## src/rtl/tone_sequencer.sv

```systemverilog
// rtl/tone_sequencer.sv - note-stream tone sequencer: fetch, play, rest, end-of-song
module tone_sequencer #(
    parameter int BEAT_CYCLES = 1000000,
    parameter int GAP_CYCLES  = 100000
) (
    input  logic        clk,
    input  logic        rst_n,
    input  logic        start,
    input  logic        stop,
    input  logic        note_valid,
    input  logic [13:0] note_data,
    output logic        note_ready,
    output logic [5:0]  tone,
    input  logic [13:0] sixty_fourth_period,
    output logic [5:0]  step,
    output logic        step_strobe,
    output logic        square,
    output logic        busy,
    output logic        done,
    output logic        err
);

    localparam int BW = (BEAT_CYCLES > 1) ? $clog2(BEAT_CYCLES) : 1;
    localparam int GW = (GAP_CYCLES > 1) ? $clog2(GAP_CYCLES) : 1;
    localparam logic [BW-1:0] BEAT_LAST = BW'(BEAT_CYCLES - 1);
    localparam logic [GW-1:0] GAP_LAST  = GW'((GAP_CYCLES > 0) ? GAP_CYCLES - 1 : 0);
    localparam bit HAS_GAP = (GAP_CYCLES > 0);

    typedef enum logic [2:0] {
        S_IDLE,
        S_FETCH,
        S_PLAY,
        S_GAP,
        S_DONE
    } state_t;

    state_t          state;
    state_t          state_next;
    logic [5:0]      tone_q;
    logic [7:0]      beats_left;
    logic [13:0]     period_cnt;
    logic [5:0]      step_q;
    logic [BW-1:0]   beat_cnt;
    logic [GW-1:0]   gap_cnt;

    logic [5:0]      note_tone;
    logic [7:0]      note_beats;
    logic            tone_bad;
    logic [13:0]     period_last;
    logic            period_wrap;
    logic            beat_wrap;
    logic            gap_wrap;

    assign note_tone  = note_data[13:8];
    assign note_beats = note_data[7:0];
    assign tone_bad   = (note_tone == 6'd0) || (note_tone > 6'd48);
    // A zero period from the table is treated as one so the phase never stalls.
    assign period_last = (sixty_fourth_period == 14'd0) ? 14'd0 : sixty_fourth_period - 14'd1;
    assign period_wrap = (period_cnt >= period_last);
    assign beat_wrap   = (beat_cnt == BEAT_LAST);
    assign gap_wrap    = (gap_cnt == GAP_LAST);

    always_ff @(posedge clk or negedge rst_n) begin
        if (!rst_n) begin
            state <= S_IDLE;
        end else begin
            state <= state_next;
        end
    end

    always_comb begin
        state_next  = state;
        note_ready  = 1'b0;
        tone        = 6'd0;
        step        = 6'd0;
        step_strobe = 1'b0;
        square      = 1'b0;
        busy        = (state != S_IDLE);
        done        = 1'b0;
        case (state)
            S_IDLE: begin
                if (start) state_next = S_FETCH;
            end
            S_FETCH: begin
                note_ready = 1'b1;
                if (note_valid) begin
                    if (note_beats == 8'd0) state_next = S_DONE;
                    else if (!tone_bad)     state_next = S_PLAY;
                end
            end
            S_PLAY: begin
                tone        = tone_q;
                step        = step_q;
                step_strobe = period_wrap;
                square      = step_q[5];
                if (beat_wrap && beats_left == 8'd1) begin
                    state_next = HAS_GAP ? S_GAP : S_FETCH;
                end
            end
            S_GAP: begin
                if (gap_wrap) state_next = S_FETCH;
            end
            S_DONE: begin
                done       = 1'b1;
                state_next = S_IDLE;
            end
            default: state_next = S_IDLE;
        endcase
        if (stop) state_next = S_IDLE;
    end

    always_ff @(posedge clk or negedge rst_n) begin
        if (!rst_n) begin
            tone_q     <= 6'd0;
            beats_left <= 8'd0;
            period_cnt <= 14'd0;
            step_q     <= 6'd0;
            beat_cnt   <= '0;
            gap_cnt    <= '0;
            err        <= 1'b0;
        end else begin
            if (state == S_PLAY && state_next == S_PLAY) begin
                if (period_wrap) begin
                    period_cnt <= 14'd0;
                    step_q     <= step_q + 6'd1;
                end else begin
                    period_cnt <= period_cnt + 14'd1;
                end
                if (beat_wrap) begin
                    beat_cnt   <= '0;
                    beats_left <= beats_left - 8'd1;
                end else begin
                    beat_cnt <= beat_cnt + BW'(1);
                end
            end else begin
                period_cnt <= 14'd0;
                step_q     <= 6'd0;
                beat_cnt   <= '0;
            end

            if (state == S_FETCH && state_next == S_PLAY) begin
                tone_q     <= note_tone;
                beats_left <= note_beats;
            end else if (state_next == S_IDLE) begin
                tone_q     <= 6'd0;
                beats_left <= 8'd0;
            end

            if (state == S_GAP && state_next == S_GAP) gap_cnt <= gap_cnt + GW'(1);
            else                                       gap_cnt <= '0;

            // Sticky until a new song is started; cleared only by an accepted start.
            if (state == S_IDLE && state_next == S_FETCH) begin
                err <= 1'b0;
            end else if (state == S_FETCH && note_valid && !stop
                         && note_beats != 8'd0 && tone_bad) begin
                err <= 1'b1;
            end
        end
    end

endmodule

```

## config.mk

```make
export PLATFORM = sky130hd
export DESIGN_NAME = tone_sequencer
export DESIGN_NICKNAME = d
export VERILOG_FILES = /design/src/rtl/tone_sequencer.sv
export SDC_FILE = /design/constraint.sdc
export NUM_CORES = 1
export LEC_CHECK = 0
export ABC_AREA = 1
export CAP_MARGIN = 20
export CELL_PAD_IN_SITES_DETAIL_PLACEMENT = 1
export CELL_PAD_IN_SITES_GLOBAL_PLACEMENT = 2
export CORE_UTILIZATION = 30
export DETAILED_ROUTE_END_ITERATION = 6
export HOLD_SLACK_MARGIN = 0.02
export PLACE_DENSITY_LB_ADDON = 0.1
export SETUP_SLACK_MARGIN = 0.4
export SLEW_MARGIN = 20
export SYNTH_ARGS = -nofsm -noshare
export SYNTH_HDL_FRONTEND = slang
export SYNTH_SLANG_ARGS = --single-unit
```

## constraint.sdc

```tcl
create_clock -name clk -period 2.55 [get_ports clk]
set_clock_uncertainty 0.1 [all_clocks]
set_input_delay 0.255 -clock clk [delete_from_list [all_inputs] [get_ports clk]]
set_output_delay 0.255 -clock clk [all_outputs]
set_load 0.02 [all_outputs]
```

After elaboration in Yosys (flattened, before gate mapping)
Cells that the tools add are included.
Widths: inputs -> output; s select.
Word-level totals
  register bits after elaboration: 75
  latch bits: 0
  bits in writable memories: 0
  bits in read-only memories: 0
  input port bits: 33
  word-level logic and storage cells: 80
  memories kept: 0
Operators by class
  add/subtract/negate cells: 6
  multiply operators: 0
  divide/modulo/power cells: 0
  $lt $le $gt $ge: 2
  equality and inequality tests: 11
  shift operators: 0
  mux-type cells: 30
  bitwise logic cells: 0
  reductions and logical operators: 23
Operator list (number)
  $mux 14: 3
  $mux 20: 2
  $mux 6: 6
  $mux 8: 4
  $mux 3: 7
  $add 20x1->20 const B: 1
  $eq 20x20->1 const B: 1
  $add 17x1->17 const B: 1
  $eq 17x17->1 const B: 1
  $mux 17: 1
  $add 14x1->14 const B: 1
  $ge 14x14->1: 1
  $logic_not 14->1: 1
  $sub 14x1->14 const B: 1
  $eq 3x2->1 const B: 4
  $pmux 3 s4: 1
  $logic_and 1x1->1: 9
  $reduce_bool 3->1: 3
  $eq 8x1->1 const B: 1
  $logic_not 8->1: 1
  $reduce_bool 8->1: 1
  $sub 8x1->8 const B: 1
  $add 6x1->6 const B: 1
  $eq 3x1->1 const B: 2
  10 further kinds: 17

Logic depth before layout (Yosys ltp)
  depth in word-level cells: 12
  gate-level depth with buffers: 20

Worst setup path before layout
Ideal clock, no wire load.
  path type: input -> register
  from: in sixty_fourth_period[0]
  to: reg period_cnt[6]
  library setup time: 80 ps
  arrival time: 2743 ps
  required time: 2370 ps
  path slack: -373 ps
  stages: 17
  buffers on the path: 1
  cell sequence: inv_1 -> ha_1 -> nand2_1 -> nor3_1 -> nand2_1 -> inv_1 -> nand4_1 -> nand3_1 -> ha_1 -> a21oi_1 -> o21ai_0 -> a21oi_1 -> nand3_1 -> inv_1 -> nand2_4 -> buf_6 -> nor3b_2
Between the ends
  cells in the longest elaborated chain, start to end: 5
Ends and longest elaborated chain
  from (decl): line 14  | input logic [13:0] sixty_fourth_period,
  $sub 14x1->14 or $logic_not 14->1 (tied branches): line 58  | assign period_last = (sixty_fourth_period == 14'd0) ? 14'd0 : sixty_fourth_period - 14'd1;
  $mux 14 (*): line 58
  $ge 14x14->1 (*): line 59  | assign period_wrap = (period_cnt >= period_last);
  $mux 14 (*): line 123  | if (period_wrap) begin
  $mux 14 (*): line 122  | if (state == S_PLAY && state_next == S_PLAY) begin
  to (signal assigned): line 127  | period_cnt <= period_cnt + 14'd1;
  to (decl): line 41  | logic [13:0] period_cnt;
Every way passes the cells marked *; elsewhere a longest branch is shown, timed or not.
A chain may end at the register's enable or synchronous reset.

Final worst setup path
  from: in sixty_fourth_period[0]
  to: out step_strobe
Between the ends
  cells in the longest elaborated chain, start to end: 4
Ends and longest elaborated chain
  $sub 14x1->14 or $logic_not 14->1 (tied branches): line 58
  $mux 14 (*): line 58
  $ge 14x14->1 (*): line 59
  $mux 1 (*): line 80  | case (state)
  to (decl): line 16  | output logic step_strobe,
Marked as above.

==> results <==
## where the power goes
part | leakage [uW] | switching [uW] | internal (uW)
logic | 0.00199 | 448 | 353
clock network | 0.000148 | 520 | 784
registers | 0.00104 | 72.3 | 1260
## worst register-to-register path, delay by kind of cell, from the launching register on
family | cells | cell delay, ps
AO/OA/AOI/OAI | 1 | 70
adder cells (fa/ha/maj) | 1 | 340
buffers and inverters | 6 | 630
AND/OR/NAND/NOR | 5 | 550
flip-flops | 1 | 430
## repair_timing
action / CTS / global route
setup endpoints to repair: 52 / 76
cloned: 1 / 1
gates resized for setup: 110 / 102
pin swaps: 26 / 28
hold buffers: 1 / 0
buffers inserted: 8 / 17
endpoints found under the hold margin: 35 / 0
## sequential cells by signal, summed over array words and instances, names as in the netlist
name	cells
step_q	6
beats_left	8
state	3
beat_cnt	20
period_cnt	14
err	1
tone_q	6
gap_cnt	17
## worst paths after layout
kind                                              from       endpoint  slack [ps]  cells past startpoint
worst max-delay path            sixty_fourth_period[0]    step_strobe         -80                     18
worst min-delay path                     note_data[11]      tone_q[3]         160                      3
worst max register to register           period_cnt[2]  period_cnt[4]         320                     13
worst min register to register                     err            err         420                      2
max in group asynchronous                        rst_n       state[1]        1390                      3
min in group asynchronous                        rst_n  period_cnt[3]         330                      2
## cells in the final DEF, fill, tap and decap left out, types with 4 or more instances in the layout
cell	n
nand3_1	39
buf_12	4
o21ai_0	6
nand4_1	17
nor2_1	92
inv_1	72
xor2_1	22
inv_2	10
nand3_2	9
o21ai_2	5
nor2_4	10
ha_1	11
nor2_2	16
nand2_2	8
buf_4	60
nand2_1	109
clkbuf_2	6
nand2_4	12
ha_4	10
nor3_1	22
clkdlybuf4s50_1	17
xnor2_1	11
nand3_4	4
clkbuf_16	9
a21oi_2	5
dlygate4sd2_1	15
or2_2	4
buf_6	7
dfrtp_1	74
a21oi_1	10
o22ai_1	7
nor3b_2	4
nor3b_1	9
nor3_4	4
## layer usage
metal	wire length [um]	global-route usage
met4	136	0.0457
met1	6500	0.221
met5	0	0
met3	279	0.0296
met2	7110	0.307
## cell type report
cell class | count | area [sq um] | share of cell area
Inverter | 87 | 372 | 0.0537
Tap cell | 211 | 264 | 0.0381
Clock inverter | 6 | 65.1 | 0.00940
Clock buffer | 10 | 239 | 0.0345
Timing Repair Buffer | 120 | 1060 | 0.153
Multi-Input combinational cell | 468 | 3040 | 0.440
Sequential cell | 75 | 1880 | 0.271
## cell families after synthesis
group / Yosys count / synth area share
fa+ha+maj: 21 / 0.0552
flops: 75 / 0.394
buf+inv: 98 / 0.0838
simple gates: 369 / 0.354
xor+xnor: 34 / 0.0625
compound gates: 42 / 0.0502
## through the flow
| stage | hold slack (ps) | utilization | cell area [sq um] | worst slack, ps |
|---|---|---|---|---|
| after global placement | 158 | 0.382 | 5870 | -1210 |
| after floorplan | -141 | - | 4830 | -130 |
| after CTS | 357 | 0.418 | 6430 | -113 |
| final | 158 | 0.450 | 6920 | -82.2 |
| after detailed placement | 163 | 0.382 | 5870 | -1290 |
| after global routing | 168 | 0.450 | 6920 | -251 |
==> summary.md <==
| Metric | Value |
|---|---|
| Crit path cell chain | buf_8 -> clkinv_8 -> ha_4 -> nand2_4 -> nor3_4 -> nand2_2 -> inv_2 -> nand4_1 -> buf_6 -> nand2_1 -> ha_1 -> a21oi_1 -> o21ai_1 -> a21oi_1 -> nand3_2 -> nand2_1 -> inv_2 -> buf_6 |
| Cells after DPL | ~930 |
| Top_reg_cell synth | dfrtp_1 |
| Syn-to-layout area delta | 45.3% |
| Worst path required time | 2190 ps |
| CP max stage delay | about 240 ps |
| Clock root cell | clkbuf_16 |
| Critical Path AT | 2280 ps |
| Fin crit share | 1.03 |
| Ranking of synthesized cells by area | dfrtp_1 (39%), nand2_1 (9.9%), nor2_1 (9.1%) |
| Initial Util | 0.310 |
| Row cnt | 45 |
| Clock sink count | 75 |
| Largest net degree at the start of global routing | about 40 |
| Failing checks | negative setup slack |
| FMAX | 380 MHz |
| DIE HEIGHT | around 130 um |
| Initial antenna violation count | 0 |
| Max-cap violations | 0 |
| RSZ-0062 raised after global routing | true |
| H-tree levels | 3 |
| Reg clk slew, reported paths | around 60 ps |
| Post-Layout Cell Count | 977 |
| Yosys cell types | 35 |
| Slowest CP cell | ha_1 |
| Final-report max-slew violation count | 0 |
| Worst-path fanout max | 6 |
| PwrDens | 496 nW/um^2 |
| Setup Viol. Count Final | 7 |
| Power Total | around 3400 uW |
| Routed len/inst | 14.4 um |
| Mapped Cells | approximately 640 |
| Die span in x | between 100 and 150 um |
| Type of the worst setup path | in -> out |
| Remaining DRCs | 0 |
| DRT antenna net count | 0 |
| Synth Register Bits | 75 |
| Worst vdd ir | 0.327 mV |
| Syn Area/Cell | about 7.5 sq um |
| Initial DRC count | 130 |
| Die area | about 16000 sq um |
| Vias in the first global route | ~4800 |
| Synth top area share | 0.394 |
| Total leakage power | approximately 0.0032 uW |
| Worst slew pin tran | approximately 530 ps |
| Min Clock Period, post-route | around 2600 ps |
| Clk Latency, worst-skew pair | 340 ps |
| Synthesized cell area | 4760 sq um |
| Area leader, netlist | dfrtp_1 |
| Post-synthesis sequential area ratio | 0.394 |
| Syn Nets | 693 |
| EDFF count, synth | 0 |
| RePlAce Congestion | 0.771 |
| Status | finished with violations |
| Worst setup margin | -82.2 ps |
| CP bufs+invs | 6 |
| Vias per cell | between 4 and 5 |
| Post-synth top cells | nand2_1 (125), nor2_1 (115), inv_1 (83) |
| Pre-antenna DRT Iters | 4 |
| Core ar. | 15400 sq um |
| Asr flop ratio synth | 1.00 |
| I/O pin count | 51 |
| Layout fillers | between 1500 and 2000 |
| Clock buffer depth | 2 |
| Num CTS Buffers | 9 |
| Final hold viol count | 0 |
| First-pass GRT wire length | approximately 23000 um |
| Crit start category | primary input |
| Yosys warnings | 0 |
| WL final | roughly 14000 um |
| Most frequent cell after synthesis | nand2_1 |
| CP Capture Type | output port |
| Worst Hold Class | in -> reg |
| Total gr overflow | 0 |
| Overall Global Routing Usage | 0.175 |
| Relative slew margins | 0.644 |
| Layout Nets | 815 |
| Ratio of cells with drive above 1 in the final layout | 0.282 |
| # diodes | 0 |
| TritonCTS clock tree | yes |
| Via count | around 4600 |
| Fin Setup TNS | -219 ps |
| CP top delay family | simple AND/OR/NAND/NOR gates |
| IO buf count | 50 |
| Dpl hpwl | just over 10000 um |
No activity file was read; power rests on OpenSTA's default activity.
